[config.mk]
export PLATFORM = sky130hd
export DESIGN_NAME = snake_step_sequencer
export DESIGN_NICKNAME = d
export VERILOG_FILES = /design/src/rtl/snake_step_sequencer_pkg.sv /design/src/rtl/snake_next_head.sv /design/src/rtl/snake_step_sequencer.sv
export SDC_FILE = /design/constraint.sdc
export NUM_CORES = 1
export LEC_CHECK = 0
export CAP_MARGIN = 20
export CORE_ASPECT_RATIO = 1.25
export CORE_MARGIN = 2
export CORE_UTILIZATION = 35
export DETAILED_ROUTE_END_ITERATION = 10
export PLACE_DENSITY_LB_ADDON = 0.15
export RECOVER_POWER = 25
export SLEW_MARGIN = 20
export SYNTH_ARGS = -nofsm -noshare
export SYNTH_HDL_FRONTEND = slang
export SYNTH_HIERARCHICAL = 1
export SYNTH_SLANG_ARGS = --single-unit
[constraint.sdc]
create_clock -name Clock -period 3.69 [get_ports Clock]
set_input_delay 0.369 -clock Clock [delete_from_list [all_inputs] [get_ports Clock]]
set_output_delay 0.369 -clock Clock [all_outputs]
set_load 0.01 [all_outputs]
[src/rtl/snake_step_sequencer_pkg.sv]
// Shared constants for the snake step sequencer: grid size defaults, direction and FSM encodings.
// The self-collision scan is compiled in only when SNAKE_SELF_COLLIDE_EN is defined.
package snake_step_sequencer_pkg;

  localparam int DEF_GRID_WIDTH       = 16;
  localparam int DEF_GRID_HEIGHT      = 12;
  localparam int DEF_NUM_SNAKE_PIECES = 8;
  localparam int DEF_FRAMES_PER_STEP  = 4;

  typedef enum logic [1:0] {
    DIR_UP    = 2'b00,
    DIR_RIGHT = 2'b01,
    DIR_DOWN  = 2'b10,
    DIR_LEFT  = 2'b11
  } dir_e;

  typedef enum logic [2:0] {
    ST_IDLE   = 3'd0,
    ST_CALC   = 3'd1,
    ST_CHECK  = 3'd2,
    ST_COMMIT = 3'd3,
    ST_DEAD   = 3'd4
  } state_e;

  // Opposite directions differ only in the upper encoding bit.
  function automatic logic is_reverse(input dir_e a, input dir_e b);
    return (a ^ b) == 2'b10;
  endfunction

endpackage

[src/rtl/snake_next_head.sv]
// Combinational next-head calculator: moves the head one cell along the heading and flags wall cells.
module snake_next_head
  import snake_step_sequencer_pkg::*;
#(
  parameter int GRID_WIDTH  = DEF_GRID_WIDTH,
  parameter int GRID_HEIGHT = DEF_GRID_HEIGHT,
  parameter int YB          = $clog2(GRID_HEIGHT),
  parameter int XB          = $clog2(GRID_WIDTH)
) (
  input  dir_e          dir,
  input  logic [YB-1:0] head_y,
  input  logic [XB-1:0] head_x,
  output logic [YB-1:0] next_y,
  output logic [XB-1:0] next_x,
  output logic          wall_hit
);

  localparam logic [YB:0] ONE_Y = (YB+1)'(1);
  localparam logic [XB:0] ONE_X = (XB+1)'(1);
  localparam logic [YB:0] MAX_Y = (YB+1)'(GRID_HEIGHT - 1);
  localparam logic [XB:0] MAX_X = (XB+1)'(GRID_WIDTH - 1);

  logic [YB:0] wide_y;
  logic [XB:0] wide_x;

  // One extra bit so that stepping off either edge is seen before truncation.
  always_comb begin
    wide_y = {1'b0, head_y};
    wide_x = {1'b0, head_x};
    unique case (dir)
      DIR_UP:    wide_y = wide_y - ONE_Y;
      DIR_RIGHT: wide_x = wide_x + ONE_X;
      DIR_DOWN:  wide_y = wide_y + ONE_Y;
      DIR_LEFT:  wide_x = wide_x - ONE_X;
    endcase
    wall_hit = (wide_y == '0) || (wide_y >= MAX_Y) || (wide_x == '0) || (wide_x >= MAX_X);
    next_y   = wide_y[YB-1:0];
    next_x   = wide_x[XB-1:0];
  end

endmodule

[src/rtl/snake_step_sequencer.sv]
// Snake game-state sequencer: steps the snake during vertical blanking every FRAMES_PER_STEP frames.
// Define SNAKE_SELF_COLLIDE_EN to add the self-collision CHECK scan between CALC and COMMIT.
module snake_step_sequencer
  import snake_step_sequencer_pkg::*;
#(
  parameter int GRID_WIDTH      = DEF_GRID_WIDTH,
  parameter int GRID_HEIGHT     = DEF_GRID_HEIGHT,
  parameter int NUM_PIECES      = DEF_NUM_SNAKE_PIECES,
  parameter int FRAMES_PER_STEP = DEF_FRAMES_PER_STEP,
  localparam int YB = $clog2(GRID_HEIGHT),
  localparam int XB = $clog2(GRID_WIDTH),
  localparam int LW = $clog2(NUM_PIECES) + 1
) (
  input  logic                     Clock,
  input  logic                     Resetn,
  input  logic                     FrameStart,
  input  logic                     DirValid,
  input  logic [1:0]               Dir,
  input  logic                     FoodLoad,
  input  logic [YB-1:0]            FoodYIn,
  input  logic [XB-1:0]            FoodXIn,
  output logic [0:YB*NUM_PIECES-1] packSnakeY,
  output logic [0:XB*NUM_PIECES-1] packSnakeX,
  output logic [YB-1:0]            FoodY,
  output logic [XB-1:0]            FoodX,
  output logic [LW-1:0]            Length,
  output logic                     EatPulse,
  output logic                     GameOver,
  output logic                     Busy
);

  localparam int FCW = $clog2(FRAMES_PER_STEP) + 1;
  localparam int SW  = $clog2(NUM_PIECES);

  state_e          state_q, state_d;
  logic [FCW-1:0]  frame_cnt_q, frame_cnt_d;
  dir_e            heading_q, heading_d;
  dir_e            dir_pend_q, dir_pend_d;
  logic [YB-1:0]   y_q [NUM_PIECES];
  logic [YB-1:0]   y_d [NUM_PIECES];
  logic [XB-1:0]   x_q [NUM_PIECES];
  logic [XB-1:0]   x_d [NUM_PIECES];
  logic [YB-1:0]   food_y_q, food_y_d;
  logic [XB-1:0]   food_x_q, food_x_d;
  logic [LW-1:0]   length_q, length_d;
  logic            eat_q, eat_d;
  logic            game_over_q, game_over_d;
  logic            busy_q, busy_d;
  logic [YB-1:0]   next_y_q, next_y_d;
  logic [XB-1:0]   next_x_q, next_x_d;
  logic            hit_q, hit_d;
`ifdef SNAKE_SELF_COLLIDE_EN
  logic [SW-1:0]   scan_q, scan_d;
`endif

  logic [YB-1:0]   nh_y;
  logic [XB-1:0]   nh_x;
  logic            nh_hit;
  logic            eat_hit;
  logic [LW-1:0]   len_new;

  snake_next_head #(
    .GRID_WIDTH (GRID_WIDTH),
    .GRID_HEIGHT(GRID_HEIGHT),
    .YB         (YB),
    .XB         (XB)
  ) u_next_head (
    .dir     (dir_pend_q),
    .head_y  (y_q[0]),
    .head_x  (x_q[0]),
    .next_y  (nh_y),
    .next_x  (nh_x),
    .wall_hit(nh_hit)
  );

  // DirValid/Dir and FoodLoad/FoodYIn/FoodXIn are valid-only requests with no ready:
  // a request is consumed (or dropped) in the very cycle its valid is high.
  always_comb begin
    state_d     = state_q;
    frame_cnt_d = frame_cnt_q;
    heading_d   = heading_q;
    dir_pend_d  = dir_pend_q;
    y_d         = y_q;
    x_d         = x_q;
    food_y_d    = food_y_q;
    food_x_d    = food_x_q;
    length_d    = length_q;
    eat_d       = 1'b0;
    game_over_d = game_over_q;
    next_y_d    = next_y_q;
    next_x_d    = next_x_q;
    hit_d       = hit_q;
`ifdef SNAKE_SELF_COLLIDE_EN
    scan_d      = scan_q;
`endif
    eat_hit     = 1'b0;
    len_new     = length_q;

    if (DirValid && state_q != ST_DEAD && !is_reverse(dir_e'(Dir), heading_q))
      dir_pend_d = dir_e'(Dir);
    if (FoodLoad && state_q inside {ST_IDLE, ST_CALC, ST_CHECK}) begin
      food_y_d = FoodYIn;
      food_x_d = FoodXIn;
    end

    unique case (state_q)
      ST_IDLE: begin
        if (FrameStart) begin
          if (frame_cnt_q == FCW'(FRAMES_PER_STEP - 1)) begin
            frame_cnt_d = '0;
            state_d     = ST_CALC;
          end else begin
            frame_cnt_d = frame_cnt_q + FCW'(1);
          end
        end
      end
      ST_CALC: begin
        heading_d = dir_pend_q;
        next_y_d  = nh_y;
        next_x_d  = nh_x;
        hit_d     = nh_hit;
`ifdef SNAKE_SELF_COLLIDE_EN
        scan_d    = '0;
        state_d   = ST_CHECK;
`else
        state_d   = ST_COMMIT;
`endif
      end
      ST_CHECK: begin
`ifdef SNAKE_SELF_COLLIDE_EN
        // The tail slot is skipped: it moves away in the same step.
        if ((int'(scan_q) + 2 <= int'(length_q)) &&
            (y_q[scan_q] == next_y_q) && (x_q[scan_q] == next_x_q))
          hit_d = 1'b1;
        if (scan_q == SW'(NUM_PIECES - 2)) state_d = ST_COMMIT;
        else                               scan_d  = scan_q + SW'(1);
`else
        state_d = ST_COMMIT;
`endif
      end
      ST_COMMIT: begin
        if (hit_q) begin
          game_over_d = 1'b1;
          state_d     = ST_DEAD;
        end else begin
          eat_hit = (next_y_q == food_y_q) && (next_x_q == food_x_q);
          if (eat_hit && length_q < LW'(NUM_PIECES)) len_new = length_q + LW'(1);
          y_d[0] = next_y_q;
          x_d[0] = next_x_q;
          for (int i = 1; i < NUM_PIECES; i++) begin
            y_d[i] = y_q[i-1];
            x_d[i] = x_q[i-1];
          end
          for (int i = 0; i < NUM_PIECES; i++) begin
            if (LW'(i) >= len_new) begin
              y_d[i] = '0;
              x_d[i] = '0;
            end
          end
          length_d = len_new;
          if (eat_hit) begin
            eat_d    = 1'b1;
            food_y_d = '0;
            food_x_d = '0;
          end
          state_d = ST_IDLE;
        end
      end
      ST_DEAD: state_d = ST_DEAD;
      default: state_d = ST_IDLE;
    endcase

    busy_d = state_d inside {ST_CALC, ST_CHECK, ST_COMMIT};
  end

  always_ff @(posedge Clock) begin
    if (!Resetn) begin
      state_q     <= ST_IDLE;
      frame_cnt_q <= '0;
      heading_q   <= DIR_RIGHT;
      dir_pend_q  <= DIR_RIGHT;
      for (int i = 0; i < NUM_PIECES; i++) begin
        y_q[i] <= (i < 3) ? YB'(GRID_HEIGHT / 2) : '0;
        x_q[i] <= (i < 3) ? XB'(GRID_WIDTH / 2 - i) : '0;
      end
      food_y_q    <= YB'(2);
      food_x_q    <= XB'(2);
      length_q    <= LW'(3);
      eat_q       <= 1'b0;
      game_over_q <= 1'b0;
      busy_q      <= 1'b0;
      next_y_q    <= '0;
      next_x_q    <= '0;
      hit_q       <= 1'b0;
`ifdef SNAKE_SELF_COLLIDE_EN
      scan_q      <= '0;
`endif
    end else begin
      state_q     <= state_d;
      frame_cnt_q <= frame_cnt_d;
      heading_q   <= heading_d;
      dir_pend_q  <= dir_pend_d;
      y_q         <= y_d;
      x_q         <= x_d;
      food_y_q    <= food_y_d;
      food_x_q    <= food_x_d;
      length_q    <= length_d;
      eat_q       <= eat_d;
      game_over_q <= game_over_d;
      busy_q      <= busy_d;
      next_y_q    <= next_y_d;
      next_x_q    <= next_x_d;
      hit_q       <= hit_d;
`ifdef SNAKE_SELF_COLLIDE_EN
      scan_q      <= scan_d;
`endif
    end
  end

  for (genvar gi = 0; gi < NUM_PIECES; gi++) begin : g_pack
    for (genvar gk = 0; gk < YB; gk++) begin : g_y
      assign packSnakeY[gi*YB + gk] = y_q[gi][gk];
    end
    for (genvar gk = 0; gk < XB; gk++) begin : g_x
      assign packSnakeX[gi*XB + gk] = x_q[gi][gk];
    end
  end

  assign FoodY    = food_y_q;
  assign FoodX    = food_x_q;
  assign Length   = length_q;
  assign EatPulse = eat_q;
  assign GameOver = game_over_q;
  assign Busy     = busy_q;

endmodule
==> impl_metrics.ini <==
[run_status]
outcome = finished clean

[synthesis]
synthXorXnorAreaFrac_pct = 4.16
synth_simple_gate_area_share_pct = 18.3
synth-adder-area-share_pct = 3.19
yosys-top-cells-area = dfxtp_1, mux2i_1, nand2_1
ys_seq_elements = 98
syn_inst = 455
yosysUniqueCellTypes = 55
synth_warnings = 6
synthMuxAreaShare_pct = 7.69
synth_top_family_by_area = simple AND/OR/NAND/NOR gates
synth_fp_nets = 480
synth_compound_area_share_pct = 17.9
syn_avg_cell_area_um2 = 9.65
yosysMostFrequentCell = dfxtp_1
synthTopCellsByCount = dfxtp_1, nand2_1, nor2_1, mux2i_1, o21ai_0
synthArstFlopShare_pct = 0
seq_area_frac_synth_pct = 44.7
ys.flop_type = dfxtp_1
synth_area_um2 = 4390
yosysTopAreaCell = dfxtp_1
yosysTopAreaCellShare_pct = 44.7
synth_edf_count = 0

[detailed_routing]
drtAntennaViolNets = 0
via_per_inst = 5.08
postRouteWirelength_um = 11000
wire_per_inst_um = 15.6
vias = 3584
detail_route.iter0.violations = 181
first_pass_iters = 4
drc = 0

[power]
p_per_area_nw_per_um2 = 419
p_leak_nw = 2.20
ir_worst_vdd_mv = 0.219
total_power_mw = 2.40

[cells_and_area]
nets = 561
antenna_cells = 0
final_util_pct = 46.7
drive_gt1_share_pct = 7.58
syn_to_final_growth_pct = 30.1
final_cell_area_um2 = 5710
final_cells = 705

[min_path]
hold_end = Length[0]
worstHoldStart = Resetn
hold_path_class = in -> reg
whs_path_depth = 2

[floorplanning]
design.core.area_um2 = 12200
rows = 45
top_level_ports = 94
initial_core_util_pct = 35.9
dieArea_um2 = 13500
die_w_um = 104
die_h_um = 129

[critical_path]
cp-end-kind = flop
rr_worst_depth = 9
crit_start = dir_pend_q[0]
crit_path_start_kind = flop
critical_path_arrival_ns = 2.82
crit_fanout = 20
r2r_end = hit_q
reg2reg_slack_ns = 1.10
r2r_start = dir_pend_q[0]
required_ns = 3.93
path_class = reg -> reg

[clocking]
cts_root_buffer = clkbuf_16
numCtsBuffers = 9
postCtsHoldBufs = 0
clockBufferDepth = 2
post_cts_buffers = 0
h-tree-depth = 3
clk-insertion-delay-late_ns = 0.34
cts_resized = 0
cts.sinks = 98
path_clk_slew_ns = 0.07
cts_tree = built

[flow_run]
timing.max_cap.violations = 0

[placement]
placedCellCount = 689
pre_cts_ws_ns = 1.15
hpwl_um = 8060
dpl_cell_area_um2 = 5420
gp_congestion = 0.789
port_buffers = 93

[timing]
post-route-min-period_ns = 2.59
rsz0062_at_grt = no
drv_slew = 0
setup_violations = 0
layout_setup_ws_ns = 1.10
timing.final.crit_share_pct = 70.1
clock.fmax_mhz = 387
skew_ns = 0.00841
timing.setup.tns_ns = 0
finalHoldViolations = 0
worst_pin_slew_ns = 0.980
holdWs_ns = 0.385
slew_headroom_pct = 33.7

[grt]
grt_max_degree = 43
grt_overflow = 0
grt_pass1_wl_um = 18200
grt_pass1_vias = 3547
antenna_found_initial = 0
track_usage_pct = 16.7
[layout by cell type, fill, tap and decap left out, types with 3 or more instances in the layout]
cell             netlist  layout
a32o_1                16      16
a21oi_1               10      10
mux2i_1               27      27
o211ai_1              16      16
nand2_1               61      61
and2_1                 4       4
buf_4                  1       6
a211oi_1               4       4
nor2b_1               17      16
inv_6                  0       3
o21ai_0               20      20
xor2_1                 6       6
xnor2_1               13      13
o31ai_1                4       4
nand3_1               14      14
dlygate4sd3_1          1      40
clkbuf_16              0       9
nor4_1                 4       4
o22ai_1                3       3
clkdlybuf4s50_1        0      52
a22o_1                 9       9
nor3_1                11      11
ha_1                   8       8
nor2_1                30      30
mux2_2                 4       4
nor3b_1               10       9
a21o_1                 4       4
dfxtp_1               98      98
[registers in the layout (all words and copies together) (netlist names), 3 cells and up]
name and cells:
packSnakeX 32, packSnakeY 32, FoodX 4, FoodY 4, Length 4, next_x_q 4
next_y_q 4, frame_cnt_q 3, state_q 3
[worst max-delay path, stage by stage (launching register included)]
cell and delay (ns):
dfxtp_1 0.76, and2_1 0.32, ha_1 0.31, a211oi_1 0.22, nor2_1 0.08, or3_1 0.30
a21oi_1 0.17, o211ai_1 0.11, mux2i_1 0.14, nor2b_1 0.06
[layout make-up]
class / instances / area, um^2
Clock buffer: 9 / 225
Clock inverter: 7 / 58.8
Fill cell: 1206 / 6510
Inverter: 2 / 7.51
Multi-Input combinational cell: 326 / 2280
Sequential cell: 98 / 1960
Tap cell: 164 / 205
Timing Repair Buffer: 99 / 971
[how the worst max path moves through the flow]
stage | end | slack (ns) | cells past startpoint
3_3_place_gp | packSnakeY[27] | 1.22 | 5
2_1_floorplan | hit_q | 1.35 | 11
5_1_grt | hit_q | 0.90 | 9
3_5_place_dp | hit_q | 1.15 | 9
6_report | hit_q | 1.10 | 9
4_1_cts | hit_q | 1.14 | 9
[per-layer routing]
| metal | global-route usage (%) | wire length, um | vias up |
|---|---|---|---|
| li1 | - | - | 1803 |
| met1 | 19.7 | 4800 | 1708 |
| met2 | 31.4 | 5760 | 68 |
| met3 | 3.32 | 399 | 5 |
| met4 | 3.97 | 74 | 0 |
| met5 | 0 | 0 | - |
[power by group]
part / switching [mW] / total, mW / internal, mW
Sequential: 0.0582 / 1.17 / 1.11
Clock: 0.434 / 0.904 / 0.470
Combinational: 0.158 / 0.326 / 0.168
[kinds of logic after synthesis]
family / Yosys count
flip-flops: 98
AO/OA/AOI/OAI: 100
buffers and inverters: 31
XOR/XNOR: 20
AND/OR/NAND/NOR: 164
adder cells (fa/ha/maj): 10
multiplexers: 32
Power figures use the tool's default switching activity.
